<file path="config.mk">
export PLATFORM = sky130hd
export DESIGN_NAME = dma_desc_writeback_flat
export DESIGN_NICKNAME = d
export VERILOG_FILES = /design/src/rtl/dma_desc_writeback_if.sv /design/src/rtl/dma_desc_writeback.sv /design/src/flat_wrapper.sv
export SDC_FILE = /design/constraint.sdc
export NUM_CORES = 1
export LEC_CHECK = 0
export CORE_UTILIZATION = 41
export DETAILED_ROUTE_END_ITERATION = 8
export PLACE_DENSITY_LB_ADDON = 0.1
export SLEW_MARGIN = 5
export SYNTH_ARGS = -nofsm -noshare
export SYNTH_HDL_FRONTEND = slang
export SYNTH_SLANG_ARGS = --single-unit
</file>
<file path="constraint.sdc">
create_clock -name clk -period 2.56 [get_ports clk]
set_clock_uncertainty 0.2 [all_clocks]
set_input_delay 0.512 -clock clk [delete_from_list [all_inputs] [get_ports clk]]
set_output_delay 0.512 -clock clk [all_outputs]
set_load 0.005 [all_outputs]
</file>
<file path="src/rtl/dma_desc_writeback_if.sv">
// Completion channel from the data mover plus the AVMM write master that
// carries the descriptor write-back burst.
interface dma_desc_writeback_if;
    logic        wb_valid_i;
    logic        wb_ready_o;
    logic [31:0] wb_desc_addr_i;
    logic [31:0] wb_status_i;
    logic [31:0] wb_ctrl_i;
    logic        dma_desc_wb_write_o;
    logic [31:0] dma_desc_wb_addr_o;
    logic [3:0]  dma_desc_wb_bcount_o;
    logic [31:0] dma_desc_wb_wrdata_o;
    logic        dma_desc_wb_waitrequest_i;

    // Environment side: the data mover offers completions, memory answers with waitrequest.
    modport master (
        output wb_valid_i,
        output wb_desc_addr_i,
        output wb_status_i,
        output wb_ctrl_i,
        output dma_desc_wb_waitrequest_i,
        input  wb_ready_o,
        input  dma_desc_wb_write_o,
        input  dma_desc_wb_addr_o,
        input  dma_desc_wb_bcount_o,
        input  dma_desc_wb_wrdata_o
    );

    modport slave (
        input  wb_valid_i,
        input  wb_desc_addr_i,
        input  wb_status_i,
        input  wb_ctrl_i,
        input  dma_desc_wb_waitrequest_i,
        output wb_ready_o,
        output dma_desc_wb_write_o,
        output dma_desc_wb_addr_o,
        output dma_desc_wb_bcount_o,
        output dma_desc_wb_wrdata_o
    );
endinterface

</file>
<file path="src/rtl/dma_desc_writeback.sv">
// Descriptor write-back: writes status (word 6) then ctrl with ownership cleared
// (word 7) as a 2-beat AVMM burst, then counts the completion and pulses the IRQ.
module dma_desc_writeback #(
    parameter int OWN_BIT = 31,
    parameter int IRQ_BIT = 30,
    parameter int CNT_W   = 16
) (
    input  logic                 clk,
    input  logic                 reset,
    input  logic [31:0]          csr_control_i,
    dma_desc_writeback_if.slave  bus,
    output logic [CNT_W-1:0]     dma_desc_done_count_o,
    output logic                 dma_desc_irq_o
);

    typedef enum logic [1:0] {
        IDLE      = 2'd0,
        WR_STATUS = 2'd1,
        WR_CTRL   = 2'd2,
        DONE      = 2'd3
    } state_e;

    localparam logic [31:0] OWN_MASK = 32'h1 << OWN_BIT;

    state_e           state_q, state_d;
    logic [31:0]      addr_q, addr_d;
    logic [31:0]      data_q, data_d;
    logic [31:0]      ctrl_q, ctrl_d;
    logic [CNT_W-1:0] count_q, count_d;
    logic             ready_q, ready_d;
    logic             write;
    logic             beat_accept;
    logic             unused_inputs;

    assign write       = (state_q == WR_STATUS) || (state_q == WR_CTRL);
    assign beat_accept = write && !bus.dma_desc_wb_waitrequest_i;

    // The burst address and first beat's data are loaded straight into the output
    // registers at handshake, so they already hold the latched values on the bus.
    always_comb begin
        state_d = state_q;
        addr_d  = addr_q;
        data_d  = data_q;
        ctrl_d  = ctrl_q;
        count_d = count_q;
        unique case (state_q)
            IDLE: begin
                if (bus.wb_valid_i && ready_q) begin
                    addr_d  = {bus.wb_desc_addr_i[31:5], 5'b11000};
                    data_d  = bus.wb_status_i;
                    ctrl_d  = bus.wb_ctrl_i & ~OWN_MASK;
                    state_d = WR_STATUS;
                end
            end
            WR_STATUS: begin
                if (beat_accept) begin
                    data_d  = ctrl_q;
                    state_d = WR_CTRL;
                end
            end
            WR_CTRL: begin
                if (beat_accept) begin
                    count_d = count_q + 1'b1;
                    state_d = DONE;
                end
            end
            DONE: begin
                state_d = IDLE;
            end
            default: begin
                state_d = IDLE;
            end
        endcase
        ready_d = (state_d == IDLE);
    end

    always_ff @(posedge clk or negedge reset) begin
        if (!reset) begin
            state_q <= IDLE;
            addr_q  <= '0;
            data_q  <= '0;
            ctrl_q  <= '0;
            count_q <= '0;
            ready_q <= 1'b0;
        end else begin
            state_q <= state_d;
            addr_q  <= addr_d;
            data_q  <= data_d;
            ctrl_q  <= ctrl_d;
            count_q <= count_d;
            ready_q <= ready_d;
        end
    end

    // The IRQ enable is deliberately looked at only during DONE.
    assign dma_desc_irq_o        = (state_q == DONE) && ctrl_q[IRQ_BIT] && csr_control_i[4];
    assign dma_desc_done_count_o = count_q;

    assign bus.wb_ready_o           = ready_q;
    assign bus.dma_desc_wb_write_o  = write;
    assign bus.dma_desc_wb_addr_o   = addr_q;
    assign bus.dma_desc_wb_bcount_o = 4'h2;
    assign bus.dma_desc_wb_wrdata_o = data_q;

    assign unused_inputs = ^{csr_control_i[31:5], csr_control_i[3:0], bus.wb_desc_addr_i[4:0]};

endmodule

</file>
<file path="src/flat_wrapper.sv">
// flat-port wrapper written by rule: the top's interface ports become plain ports
module dma_desc_writeback_flat 
#(
    parameter int OWN_BIT = 31,
    parameter int IRQ_BIT = 30,
    parameter int CNT_W   = 16
)
  (clk, reset, csr_control_i, dma_desc_done_count_o, dma_desc_irq_o, bus_wb_valid_i, bus_wb_desc_addr_i, bus_wb_status_i, bus_wb_ctrl_i, bus_dma_desc_wb_waitrequest_i, bus_wb_ready_o, bus_dma_desc_wb_write_o, bus_dma_desc_wb_addr_o, bus_dma_desc_wb_bcount_o, bus_dma_desc_wb_wrdata_o);
  dma_desc_writeback_if bus_i ();
  input  logic clk;
  input  logic reset;
  input  logic [31:0] csr_control_i;
  output logic [CNT_W-1:0] dma_desc_done_count_o;
  output logic dma_desc_irq_o;
  input wire logic [$bits(bus_i.wb_valid_i)-1:0] bus_wb_valid_i;
  input wire logic [$bits(bus_i.wb_desc_addr_i)-1:0] bus_wb_desc_addr_i;
  input wire logic [$bits(bus_i.wb_status_i)-1:0] bus_wb_status_i;
  input wire logic [$bits(bus_i.wb_ctrl_i)-1:0] bus_wb_ctrl_i;
  input wire logic [$bits(bus_i.dma_desc_wb_waitrequest_i)-1:0] bus_dma_desc_wb_waitrequest_i;
  output wire logic [$bits(bus_i.wb_ready_o)-1:0] bus_wb_ready_o;
  output wire logic [$bits(bus_i.dma_desc_wb_write_o)-1:0] bus_dma_desc_wb_write_o;
  output wire logic [$bits(bus_i.dma_desc_wb_addr_o)-1:0] bus_dma_desc_wb_addr_o;
  output wire logic [$bits(bus_i.dma_desc_wb_bcount_o)-1:0] bus_dma_desc_wb_bcount_o;
  output wire logic [$bits(bus_i.dma_desc_wb_wrdata_o)-1:0] bus_dma_desc_wb_wrdata_o;
  assign bus_i.wb_valid_i = bus_wb_valid_i;
  assign bus_i.wb_desc_addr_i = bus_wb_desc_addr_i;
  assign bus_i.wb_status_i = bus_wb_status_i;
  assign bus_i.wb_ctrl_i = bus_wb_ctrl_i;
  assign bus_i.dma_desc_wb_waitrequest_i = bus_dma_desc_wb_waitrequest_i;
  assign bus_wb_ready_o = bus_i.wb_ready_o;
  assign bus_dma_desc_wb_write_o = bus_i.dma_desc_wb_write_o;
  assign bus_dma_desc_wb_addr_o = bus_i.dma_desc_wb_addr_o;
  assign bus_dma_desc_wb_bcount_o = bus_i.dma_desc_wb_bcount_o;
  assign bus_dma_desc_wb_wrdata_o = bus_i.dma_desc_wb_wrdata_o;
  dma_desc_writeback #(.OWN_BIT(OWN_BIT), .IRQ_BIT(IRQ_BIT), .CNT_W(CNT_W)) u_core (.clk(clk), .reset(reset), .csr_control_i(csr_control_i), .bus(bus_i), .dma_desc_done_count_o(dma_desc_done_count_o), .dma_desc_irq_o(dma_desc_irq_o));
endmodule
</file>
==> impl_metrics.yaml <==
placement:
  port_buffers: 174
  gp_congestion: 0.745
  dp_hpwl_um: 7420
synth:
  yosysMostFrequentCell: "dfrtp_1"
  netlist_area_um2: 4680
  synth_cells: 354
  ys_types: 34
  synthTopCellsByCount: "dfrtp_1 (110), mux2_2 (59), a21oi_1 (33)"
  ys.flop_type: "dfrtp_1"
  synth_warnings: 0
  synth_edf_count: 0
  ys_seq_area_share_pct: 58.8
  ys_async_sr_fraction_pct: 100
  synth_area_leader_cell: "dfrtp_1"
  synth_top_area_share_pct: 58.8
  synth_seq_cells: 110
  ys_top_cells_by_area: "dfrtp_1 (59%), mux2_2 (14%), mux2i_1 (6.6%)"
  postSynthAreaPerCell_um2: 13.2
clocking:
  clk_pin_slew_ns: 0.06
  clock-sinks: 110
  numCtsBuffers: 9
  insertion_delay_ns: 0.34
  cts_root_buffer: "clkbuf_16"
  cts_buffer_depth: 2
  cts-resized-gates: 0
  tritoncts: "built"
  cts_max_level: 3
layout:
  fin_util_pct: 62.4
  layout-drive-gt1-share_pct: 16.8
  nNetsFinal: 668
  antennaDiodeCount: 0
  fillCellCount: 932
  area_delta_synth_final_pct: 46.3
timing:
  drv_slew: 0
  setup_tns_ns: 0
  rsz0062_at_grt: "false"
  setup_violations: 0
  finalWorstPathRequiredPeriod_ns: 2.44
  fmax_mhz: 410
  fin_crit_sh_pct: 95.3
  hold_violations: 0
power:
  sequentialPowerShare_pct: 38.9
  cellLeakagePower_uw: 0.00289
  clockPowerShare_pct: 17.6
  pwr-share-comb_pct: 43.6
  power.internal_uw: 5240
  p_per_area_nw_per_um2: 1090
  irDropWorstVdd_mv: 0.668
  swShare_pct: 30.1
  p_switching_uw: 2250
worst_setup_path:
  startpoint: "u_core.state_q[1]"
  startpoint_type: "flop"
  slowest_delay_ns: 0.54
  reg2reg_depth: 7
  crit_required_ns: 1.85
  crit_buf_inv: 2
  r2r-start: "u_core.state_q[1]"
  crit_slowest_cell: "clkdlybuf4s50_1"
  path_cells: "inv_1 > ha_1 > clkdlybuf4s50_1"
  critical_path.max_fanout: 4
  cp-end-kind: "output pin"
  critPathKind: "flop to output pin"
  r2r-end: "u_core.bus.dma_desc_wb_wrdata_o[8]"
  crit_family: "buffers and inverters"
  worst_ep_arrival_time_ns: 1.73
  rrSetupSlack_ns: 0.40
drt:
  finalWirelength_um: 10300
  wl_per_cell_um: 15.2
  viasPerCell: 4.85
  drtPass1Iterations: 4
  drt_iter0_markers: 101
  num_vias: 3273
  drc_errors: 0
  ant_nets: 0
grt:
  grt_pass1_wl_um: 16300
  antenna_found_initial: 0
  grt_max_degree: 41
  grt_overflow: 0
  grt_util_all_layers_pct: 18.1
  grt_pass1_vias: 3328
floorplanning:
  ioPinCount: 219
  rows: 38
  die_area_um2: 11900
  initial_utilization_pct: 42.6
  floorplan.die.width_um: 109
  coreArea_um2: 11000
  die_h_um: 109
worst_hold_path:
  min_from: "u_core.dma_desc_done_count_o[15]"
  hold_path.class: "flop to flop"
  holdPathEnd: "u_core.dma_desc_done_count_o[15]"
  min_path_cells: 1
run:
  drv_cap: 0
status:
  status: "finished clean"
==> through the flow <==
stage | hold WS, ns | power (uW) | cell area [um^2] | setup WS [ns] | instances
finish | 0.286 | 7490 | 6850 | 0.121 | 675
global route | 0.305 | 8000 | 6850 | 0.0284 | 675
CTS | 0.293 | 7600 | 6850 | 0.0994 | 675
detailed placement | 0.259 | 6250 | 6560 | 0.237 | 658
global placement | 0.258 | 6140 | 6560 | 0.241 | 658
floorplan | 0.0164 | 4650 | 4700 | 0.709 | 359
==> power by group through the flow <==
stage                     Sequential, uW  Combinational (uW)  Clock (uW)
after global routing                3010                3580        1410
after floorplan                     2930                1720           0
after global placement              2900                3230           0
final                               2910                3260        1320
after detailed placement            2940                3300           0
after CTS                           2920                3320        1360
==> layout make-up <==
| cell class | instances | area, um^2 | area share (%) |
|---|---|---|---|
| tap | 140 | 175 | 2.56 |
| clock buffer | 16 | 282 | 4.11 |
| multi-input combinational | 220 | 1760 | 25.7 |
| sequential | 110 | 2750 | 40.2 |
| inverter | 4 | 15.0 | 0.219 |
| timing repair buffer | 185 | 1860 | 27.2 |
==> layer usage <==
| layer | global-route usage (%) | routed length [um] | vias up |
|---|---|---|---|
| met5 | 0 | 0 | - |
| met4 | 6.85 | 176 | 0 |
| met3 | 6.99 | 880 | 14 |
| met2 | 29.9 | 5010 | 109 |
| met1 | 21.2 | 4210 | 1591 |
| li1 | - | - | 1559 |
==> cells by family (layout without fill, tap and decap cells) <==
kind of cell | Yosys count | in the layout | synth area share [%]
DFF | 110 | 110 | 58.8
muxes | 90 | 90 | 20.8
and+or+nand+nor | 63 | 63 | 7.08
AOI/OAI and AO/OA | 39 | 39 | 4.73
buffers and inverters | 29 | 205 | 4.01
xor gates and xnor gates | 15 | 15 | 2.81
adders and majority gates | 6 | 6 | 1.60
other | 2 | 7 | 0.160
==> sequential cells by signal, indices dropped and copies added (netlist names) <==
register / cells
u_core.bus.dma_desc_wb_wrdata_o: 32
u_core.ctrl_q: 31
u_core.bus.dma_desc_wb_addr_o: 28
u_core.dma_desc_done_count_o: 16
u_core.state_q: 2
u_core.bus.wb_ready_o: 1
==> worst max path at each step <==
stage,endpoint,slack (ns),cells after the start
finish,bus_dma_desc_wb_write_o,0.12,3
global route,bus_dma_desc_wb_write_o,0.03,3
CTS,bus_dma_desc_wb_write_o,0.1,3
detailed placement,dma_desc_irq_o,0.24,3
global placement,dma_desc_irq_o,0.24,3
floorplan,u_core.dma_desc_done_count_o[9],0.71,6
==> timing repair <==
item	CTS	global route
endpoints found under the hold margin	26	0
buffers inserted	0	0
hold buffers	1	0
==> cell usage in the layout, fill, tap and decap left out, drive strengths merged, types with 2 or more instances in the layout <==
master / netlist / final
xnor2: 13 / 13
nand4: 3 / 3
and3: 5 / 5
nand3: 7 / 7
clkdlybuf4s50: 0 / 173
nand2b: 3 / 3
ha: 6 / 6
nand2: 7 / 7
buf: 25 / 11
clkbuf: 0 / 16
mux2i: 31 / 31
xor2: 2 / 2
nor2: 32 / 32
inv: 4 / 4
nor3: 2 / 2
mux2: 59 / 59
a21oi: 33 / 33
dfrtp: 110 / 110
conb: 2 / 7
(Power assumes the default switching activity.)
